==> src/rtl/lsu_dm_pkg.sv <==
// Shared control encodings for the data-memory port.
// Access size/sign codes plus lane helpers used by the LSU.
package lsu_dm_pkg;

  typedef enum logic [2:0] {
    DM_W  = 3'b000,
    DM_H  = 3'b001,
    DM_HU = 3'b010,
    DM_B  = 3'b011,
    DM_BU = 3'b100
  } dm_type_e;

  // Everything captured at accept time and replayed on the bus.
  typedef struct packed {
    logic [31:0] addr;
    logic        we;
    logic [3:0]  be;
    logic [31:0] wdata;
    logic [1:0]  off;
    logic [2:0]  typ;
  } dm_txn_t;

  function automatic logic dm_legal(
    input logic [2:0] t,
    input logic [1:0] off
  );
    logic ok;
    case (t)
      DM_W:        ok = (off == 2'b00);
      DM_H, DM_HU: ok = ~off[0];
      DM_B, DM_BU: ok = 1'b1;
      default:     ok = 1'b0;
    endcase
    return ok;
  endfunction

  function automatic logic [3:0] dm_be(
    input logic [2:0] t,
    input logic [1:0] off
  );
    logic [3:0] be;
    case (t)
      DM_W:        be = 4'b1111;
      DM_H, DM_HU: be = 4'b0011 << off;
      DM_B, DM_BU: be = 4'b0001 << off;
      default:     be = 4'b0000;
    endcase
    return be;
  endfunction

  function automatic logic [31:0] dm_wrep(
    input logic [2:0]  t,
    input logic [31:0] d
  );
    logic [31:0] r;
    case (t)
      DM_H, DM_HU: r = {2{d[15:0]}};
      DM_B, DM_BU: r = {4{d[7:0]}};
      default:     r = d;
    endcase
    return r;
  endfunction

endpackage

==> src/rtl/lsu_dm_port_ext.sv <==
// Load lane extraction and sign/zero extension.
// Purely combinational; offset picks the lane.
module dm_load_ext
  import lsu_dm_pkg::*;
(
  input  logic [31:0] word,
  input  logic [1:0]  offset,
  input  logic [2:0]  dm_type,
  output logic [31:0] result
);

  logic [7:0]  b;
  logic [15:0] h;

  // Select the addressed byte and halfword lanes.
  always_comb begin
    b = word[7:0];
    unique case (offset)
      2'd0: b = word[7:0];
      2'd1: b = word[15:8];
      2'd2: b = word[23:16];
      2'd3: b = word[31:24];
      default: b = word[7:0];
    endcase
    h = offset[1] ? word[31:16] : word[15:0];
  end

  // Extend the selected lane according to the access type.
  always_comb begin
    result = word;
    case (dm_type)
      DM_H:    result = {{16{h[15]}}, h};
      DM_HU:   result = {16'h0, h};
      DM_B:    result = {{24{b[7]}}, b};
      DM_BU:   result = {24'h0, b};
      default: result = word;
    endcase
  end

endmodule

==> src/rtl/lsu_dm_port.sv <==
// LSU data-memory port: one access at a time over a
// req/ack bus, with alignment checks and timeout.
module lsu_dm_port
  import lsu_dm_pkg::*;
#(
  parameter int TIMEOUT = 255
) (
  input  logic        clk,
  input  logic        rst,
  input  logic        req_valid,
  input  logic        mem_r,
  input  logic        mem_w,
  input  logic [2:0]  dm_type,
  input  logic [31:0] addr,
  input  logic [31:0] wdata,
  output logic        stall,
  output logic        done,
  output logic [31:0] rdata,
  output logic        misalign,
  output logic        bus_err,
  output logic        bus_req,
  output logic        bus_we,
  output logic [31:0] bus_addr,
  output logic [3:0]  bus_be,
  output logic [31:0] bus_wdata,
  input  logic        bus_ack,
  input  logic [31:0] bus_rdata
);

  localparam int CW = (TIMEOUT < 2) ? 1 : $clog2(TIMEOUT + 1);
  localparam logic [CW-1:0] CNT_LAST = CW'(TIMEOUT - 1);

  typedef enum logic [1:0] {
    S_IDLE = 2'd0,
    S_BUS  = 2'd1,
    S_DONE = 2'd2
  } state_e;

  state_e        state_q, state_d;
  logic [CW-1:0] cnt_q, cnt_d;
  logic [31:0]   rdata_q, rdata_d;
  logic          err_q, err_d;
  dm_txn_t       txn_q, txn_d;

  logic          access;
  logic          legal;
  logic [31:0]   ext;

  assign access = req_valid & (mem_r | mem_w);
  assign legal  = dm_legal(dm_type, addr[1:0]);

  dm_load_ext u_ext (
    .word    (bus_rdata),
    .offset  (txn_q.off),
    .dm_type (txn_q.typ),
    .result  (ext)
  );

  // Register all state; reset clears the bus bundle too.
  always_ff @(posedge clk or posedge rst) begin
    if (rst) begin
      state_q <= S_IDLE;
      cnt_q   <= '0;
      rdata_q <= '0;
      err_q   <= 1'b0;
      txn_q   <= '0;
    end else begin
      state_q <= state_d;
      cnt_q   <= cnt_d;
      rdata_q <= rdata_d;
      err_q   <= err_d;
      txn_q   <= txn_d;
    end
  end

  // Next state, capture, and handshake outputs.
  always_comb begin
    state_d  = state_q;
    cnt_d    = cnt_q;
    rdata_d  = rdata_q;
    err_d    = 1'b0;
    txn_d    = txn_q;
    stall    = 1'b0;
    misalign = 1'b0;
    done     = 1'b0;
    bus_req  = 1'b0;
    unique case (state_q)
      S_IDLE: begin
        if (access && legal) begin
          state_d     = S_BUS;
          cnt_d       = '0;
          txn_d.addr  = {addr[31:2], 2'b00};
          txn_d.we    = mem_w;
          txn_d.be    = dm_be(dm_type, addr[1:0]);
          txn_d.wdata = dm_wrep(dm_type, wdata);
          txn_d.off   = addr[1:0];
          txn_d.typ   = dm_type;
          stall       = ~rst;
        end else if (access) begin
          misalign = ~rst;
        end
      end
      S_BUS: begin
        stall   = 1'b1;
        bus_req = 1'b1;
        if (bus_ack) begin
          state_d = S_DONE;
          if (!txn_q.we) rdata_d = ext;
        end else if (cnt_q == CNT_LAST) begin
          state_d = S_IDLE;
          err_d   = 1'b1;
        end else begin
          cnt_d = cnt_q + CW'(1);
        end
      end
      S_DONE: begin
        done    = 1'b1;
        state_d = S_IDLE;
      end
      default: state_d = S_IDLE;
    endcase
  end

  assign rdata     = rdata_q;
  assign bus_err   = err_q;
  assign bus_we    = txn_q.we;
  assign bus_addr  = txn_q.addr;
  assign bus_be    = txn_q.be;
  assign bus_wdata = txn_q.wdata;

endmodule

==> config.mk <==
export PLATFORM = sky130hd
export DESIGN_NAME = lsu_dm_port
export DESIGN_NICKNAME = d
export VERILOG_FILES = /design/src/rtl/lsu_dm_pkg.sv /design/src/rtl/lsu_dm_port_ext.sv /design/src/rtl/lsu_dm_port.sv
export SDC_FILE = /design/constraint.sdc
export NUM_CORES = 1
export LEC_CHECK = 0
export ABC_AREA = 1
export CAP_MARGIN = 20
export CORE_ASPECT_RATIO = 1.1
export CORE_UTILIZATION = 50
export CTS_CLUSTER_DIAMETER = 120
export DETAILED_ROUTE_END_ITERATION = 8
export GPL_TIMING_DRIVEN = 0
export PLACE_DENSITY_LB_ADDON = 0.1
export SLEW_MARGIN = 20
export SYNTH_ARGS = -nofsm -noshare
export SYNTH_HDL_FRONTEND = slang
export SYNTH_SLANG_ARGS = --single-unit
==> constraint.sdc <==
create_clock -name clk -period 6.94 [get_ports clk]
set_input_delay 1.388 -clock clk [delete_from_list [all_inputs] [get_ports clk]]
set_output_delay 1.388 -clock clk [all_outputs]
set_load 0.05 [all_outputs]
# Yosys cells after proc, flatten, opt, wreduce, memory -nomap -nowiden
# Cells that the tools add are included.
op_classes:
  shifts: 2
  add_sub_neg: 1
  n_bitwise: 5
  reduce_logical: 12
  n_eq_ne: 18
  mux: 24
ops:
  columns: ["operator", "count"]
  rows:
  - ["$pmux 32 s4", 1]
  - ["$pmux 32 s2", 1]
  - ["$pmux 8 s4", 1]
  - ["$mux 8", 3]
  - ["$mux 16", 1]
  - ["$pmux 8 s2", 1]
  - ["$eq 3x2->1 const B", 4]
  - ["$pmux 4 s3", 1]
  - ["$mux 1", 9]
  - ["$add 8x1->8 const B", 1]
  - ["$eq 8x8->1 const B", 1]
  - ["$eq 2x2->1 const B", 3]
  - ["$eq 3x1->1 const B", 2]
  - ["$eq 3x3->1 const B", 2]
  - ["$logic_not 2->1", 3]
  - ["$mux 2", 3]
  - ["$ne 2x2->1 const B", 3]
  - ["$eq 2x1->1 const B", 2]
  - ["$pmux 2 s2", 1]
  - ["$reduce_and 2->1", 2]
  - ["$reduce_and 4->1", 1]
  - ["$reduce_or 2->1", 2]
  - ["$shl 1x2->4 const A", 1]
  - ["$shl 2x2->4 const A", 1]
  - ["10 further kinds", 12]
totals:
  word_cells: 72
  regBits: 115

# Depth between registers and ports, before layout
depth:
  ltp_word: 6
  depth_mapped: 11
  mapped_depth_nobuf: 9

# Modules after synthesis
# From an unflattened synthesis, not the netlist that was laid out.
unflattened:
  cells_unflattened: 925
  hier_area_um2: 6596.3
by_module_without_submodules:
  columns: ["mod", "area_per_inst_um2", "cells_per_inst", "seq_area_each_um2", "instances"]
  rows:
  - ["lsu_dm_port", 5635.4, 728, 2877.8, 1]
  - ["dm_load_ext", 960.9, 197, 0.0, 1]

# Worst setup path after synthesis
# No wires, ideal clock.
synth_timing:
  path_kind: "input -> output"
  from: "input port rst"
  to: "output port stall"
  arrival_time_ns: 5.081
  setup_slack_ns: 0.471
  cell_stages: 3
  path_buffers: 0
  path_cell_list: "inv_1 nand2_1 o21ai_0"
synth_between:
  elab_chain_cells: 3
synth_lines:
  columns: ["element", "line", "text"]
  rows:
  - ["start, declared", "lsu_dm_port.sv:9", "input logic rst,"]
  - ["$not 1->1", "lsu_dm_port.sv:98", "stall = ~rst;"]
  - ["$mux 1", "lsu_dm_port.sv:89", "if (access && legal) begin"]
  - ["$pmux 1 s2", "lsu_dm_port.sv:87", "unique case (state_q)"]
  - ["end, declared", "lsu_dm_port.sv:16", "output logic stall,"]
# No other way between the ends.

# Final worst setup path
# Ends and elaborated chain as after synthesis.

==> reports/results.ini <==
[power]
pwr-share-comb_pct=55.9
seq_power_share_pct=24.6
p_per_area_nw_per_um2=486
power_mw=4.48
p_sw_mw=2.01
intPower_mw=2.46
ir_drop_mv=0.369
swShare_pct=45.0
clkPwrFrac_pct=19.6
leakage_nw=4.57

[global_route]
grt.overflow.total=0
track_usage_pct=28.1
antenna_found_initial=0
grt_pass1_wl_mm=28.0
grt_max_degree=82
grt_pass1_vias=5865

[job]
maxCapViolCount=0

[sta]
drv_slew=0
rsz0062_at_grt=false
fin_skew_ns=0.00688
whs_ns=0.478
max_freq_mhz=194
setup_viol=0
post-route-min-period_ns=5.16
fin_crit_sh_pct=74.3
hold_viol_final=0
slew_headroom_pct=61.3
worst_pin_slew_ns=0.581

[worst_hold_path]
holdPathEnd=bus_addr[7]
min_from=bus_addr[7]
whs_path_depth=2
hold_class=register to register

[clock_tree]
cts_tree=done
htreeDepth=4
cts.path.max_buffers=2
clockRootBuffer=clkbuf_16
clk_pin_slew_ns=0.05
cts_hold_buffers=0
post-cts-setup-buffer-count=0
clock_latency_ns=0.42
cts_buffers=17
clkSinkCount=115
cts_resized=0

[cells_and_area]
nFillCells=918
final_cells=1239
postLayoutCellArea_um2=9210
layout-drive-gt1-share_pct=16.0
finalNetCount=1180
final_util_pct=75.9
diodes=0
syn2layout_area_growth_pct=46.3

[detailed_routing]
wl_per_cell_um=14.0
drt_iter0_drc=338
wl_mm=17.4
via_per_inst=4.92
via_count=6101
drc=0
ant_nets=0
firstDrtPassIters=5

[synth]
synth-seq-cells=115
ys_types=29
synth_warnings=0
syn-instance-count=844
ys_seq_area_share_pct=45.7
yosysTopAreaCellShare_pct=45.7
syn_area_um2=6300
synth.area.top_cells=dfrtp_1, nand2_1, buf_4
synth.largest_area_cell=dfrtp_1
syn_area_per_cell_um2=7.46

[place]
dpl.hpwl_mm=12.9
gp_congestion=0.880
placed_area_um2=8610
io_buffers=208
dpl.cell_count=1208

[critical_path]
rr_worst_depth=9
worstSetupStartpointType=input port
path_class=input port to primary output
arrival_ns=3.77
r2r_setup_slack_ns=5.23
r2r-start=state_q[1]
crit_fanout=81
timing.rr.end=rdata[25]
cp.required_ns=5.55
end_kind=primary output

[status]
outcome=finished, final reports clean

[die]
fp-row-count=42
initial_core_util_pct=51.9
core_area_um2=12100
fp.dieArea_um2=13000
die-height_um=120
dieWidth_um=109
boundaryPins=211

-- worst max-delay path by stage --
stage	endpoint	slack, ns	startpoint
2_1_floorplan	stall	0.47	rst
6_report	stall	1.78	rst
5_1_grt	stall	1.53	rst
4_1_cts	stall	1.76	rst
3_3_place_gp	misalign	-0.88	rst
3_5_place_dp	stall	1.79	rst
-- cells in the mapped netlist (all sizes together) --
cell type and n:
nand2 310, a21boi 1, xnor2 1, o21a 1
nand3b 1, inv 48, nand3 62, clkinv 1
or2 29, nor3 3, nor3b 1, dfrtp 115
clkbuf 5, buf 98, nand4 5, a21oi 21
o21ai 60, ha 2, conb 1, nor2 79
-- cell families after synthesis --
logic type               share of synthesized area [%]
XOR/XNOR                                         0.139
other                                           0.0595
adder cells (fa/ha/maj)                          0.397
AO/OA/AOI/OAI                                     6.68
buffers and inverters                             14.3
AND/OR/NAND/NOR                                   32.7
flip-flops                                        45.7
-- layer usage --
metal  wire length, um  up-vias  track usage [%]
met2              8330      254             45.7
met3              1390       42             6.79
met1              7130     2772             34.9
met5                 0        -                0
met4               507        0             13.3
li1                  -     3033                -
-- area by class of cell --
| type | instances | area [um2] | area share (%) |
|---|---|---|---|
| sequential | 115 | 2880 | 31.2 |
| multi-input combinational | 578 | 2520 | 27.3 |
| timing repair buffer | 209 | 2110 | 22.9 |
| buffer | 103 | 716 | 7.77 |
| clock buffer | 29 | 571 | 6.19 |
| inverter | 49 | 193 | 2.09 |
| tap | 154 | 193 | 2.09 |
| clock inverter | 2 | 35.0 | 0.380 |
-- power groups by stage --
stage | Sequential [mW] | Combinational (mW) | Clock [mW]
final | 1.10 | 2.50 | 0.876
after floorplan | 1.40 | 1.45 | 0
after global placement | 1.10 | 2.46 | 0
after CTS | 1.10 | 2.51 | 0.886
after detailed placement | 1.10 | 2.50 | 0
after global routing | 1.13 | 2.67 | 0.923
-- per-stage QoR --
stage / TNS, ns / setup slack (ns)
floorplan: 0 / 0.471
global placement: -1.73 / -0.882
detailed placement: 0 / 1.79
CTS: 0 / 1.76
global route: 0 / 1.53
finish: 0 / 1.78
-- cell usage in the layout (no fill, tap or decap), types with 7 or more instances in the layout --
| master | count |
|---|---|
| nand2_1 | 304 |
| clkdlybuf4s50_1 | 208 |
| dfrtp_1 | 115 |
| nor2_1 | 76 |
| buf_4 | 75 |
| nand3_1 | 61 |
| inv_1 | 43 |
| o21ai_1 | 37 |
| or2_2 | 29 |
| o21ai_0 | 23 |
| a21oi_1 | 21 |
| buf_2 | 20 |
| clkbuf_16 | 17 |
| clkbuf_8 | 10 |
| clkbuf_1 | 7 |
-- critical path, stage by stage --
cell and delay (ns):
clkdlybuf4s50_1 0.47, inv_6 0.30, buf_16 0.36, nand2_1 0.09, o21ai_0 0.23, clkdlybuf4s50_1 0.85
-- sequential cells by signal, indices dropped and copies added (netlist names) --
register and count:
bus_wdata 32, rdata 32, bus_addr 30, cnt_q 8
txn_q 5, bus_be 4, state_q 2, bus_err 1
bus_we 1
Power figures use the tool's default switching activity.
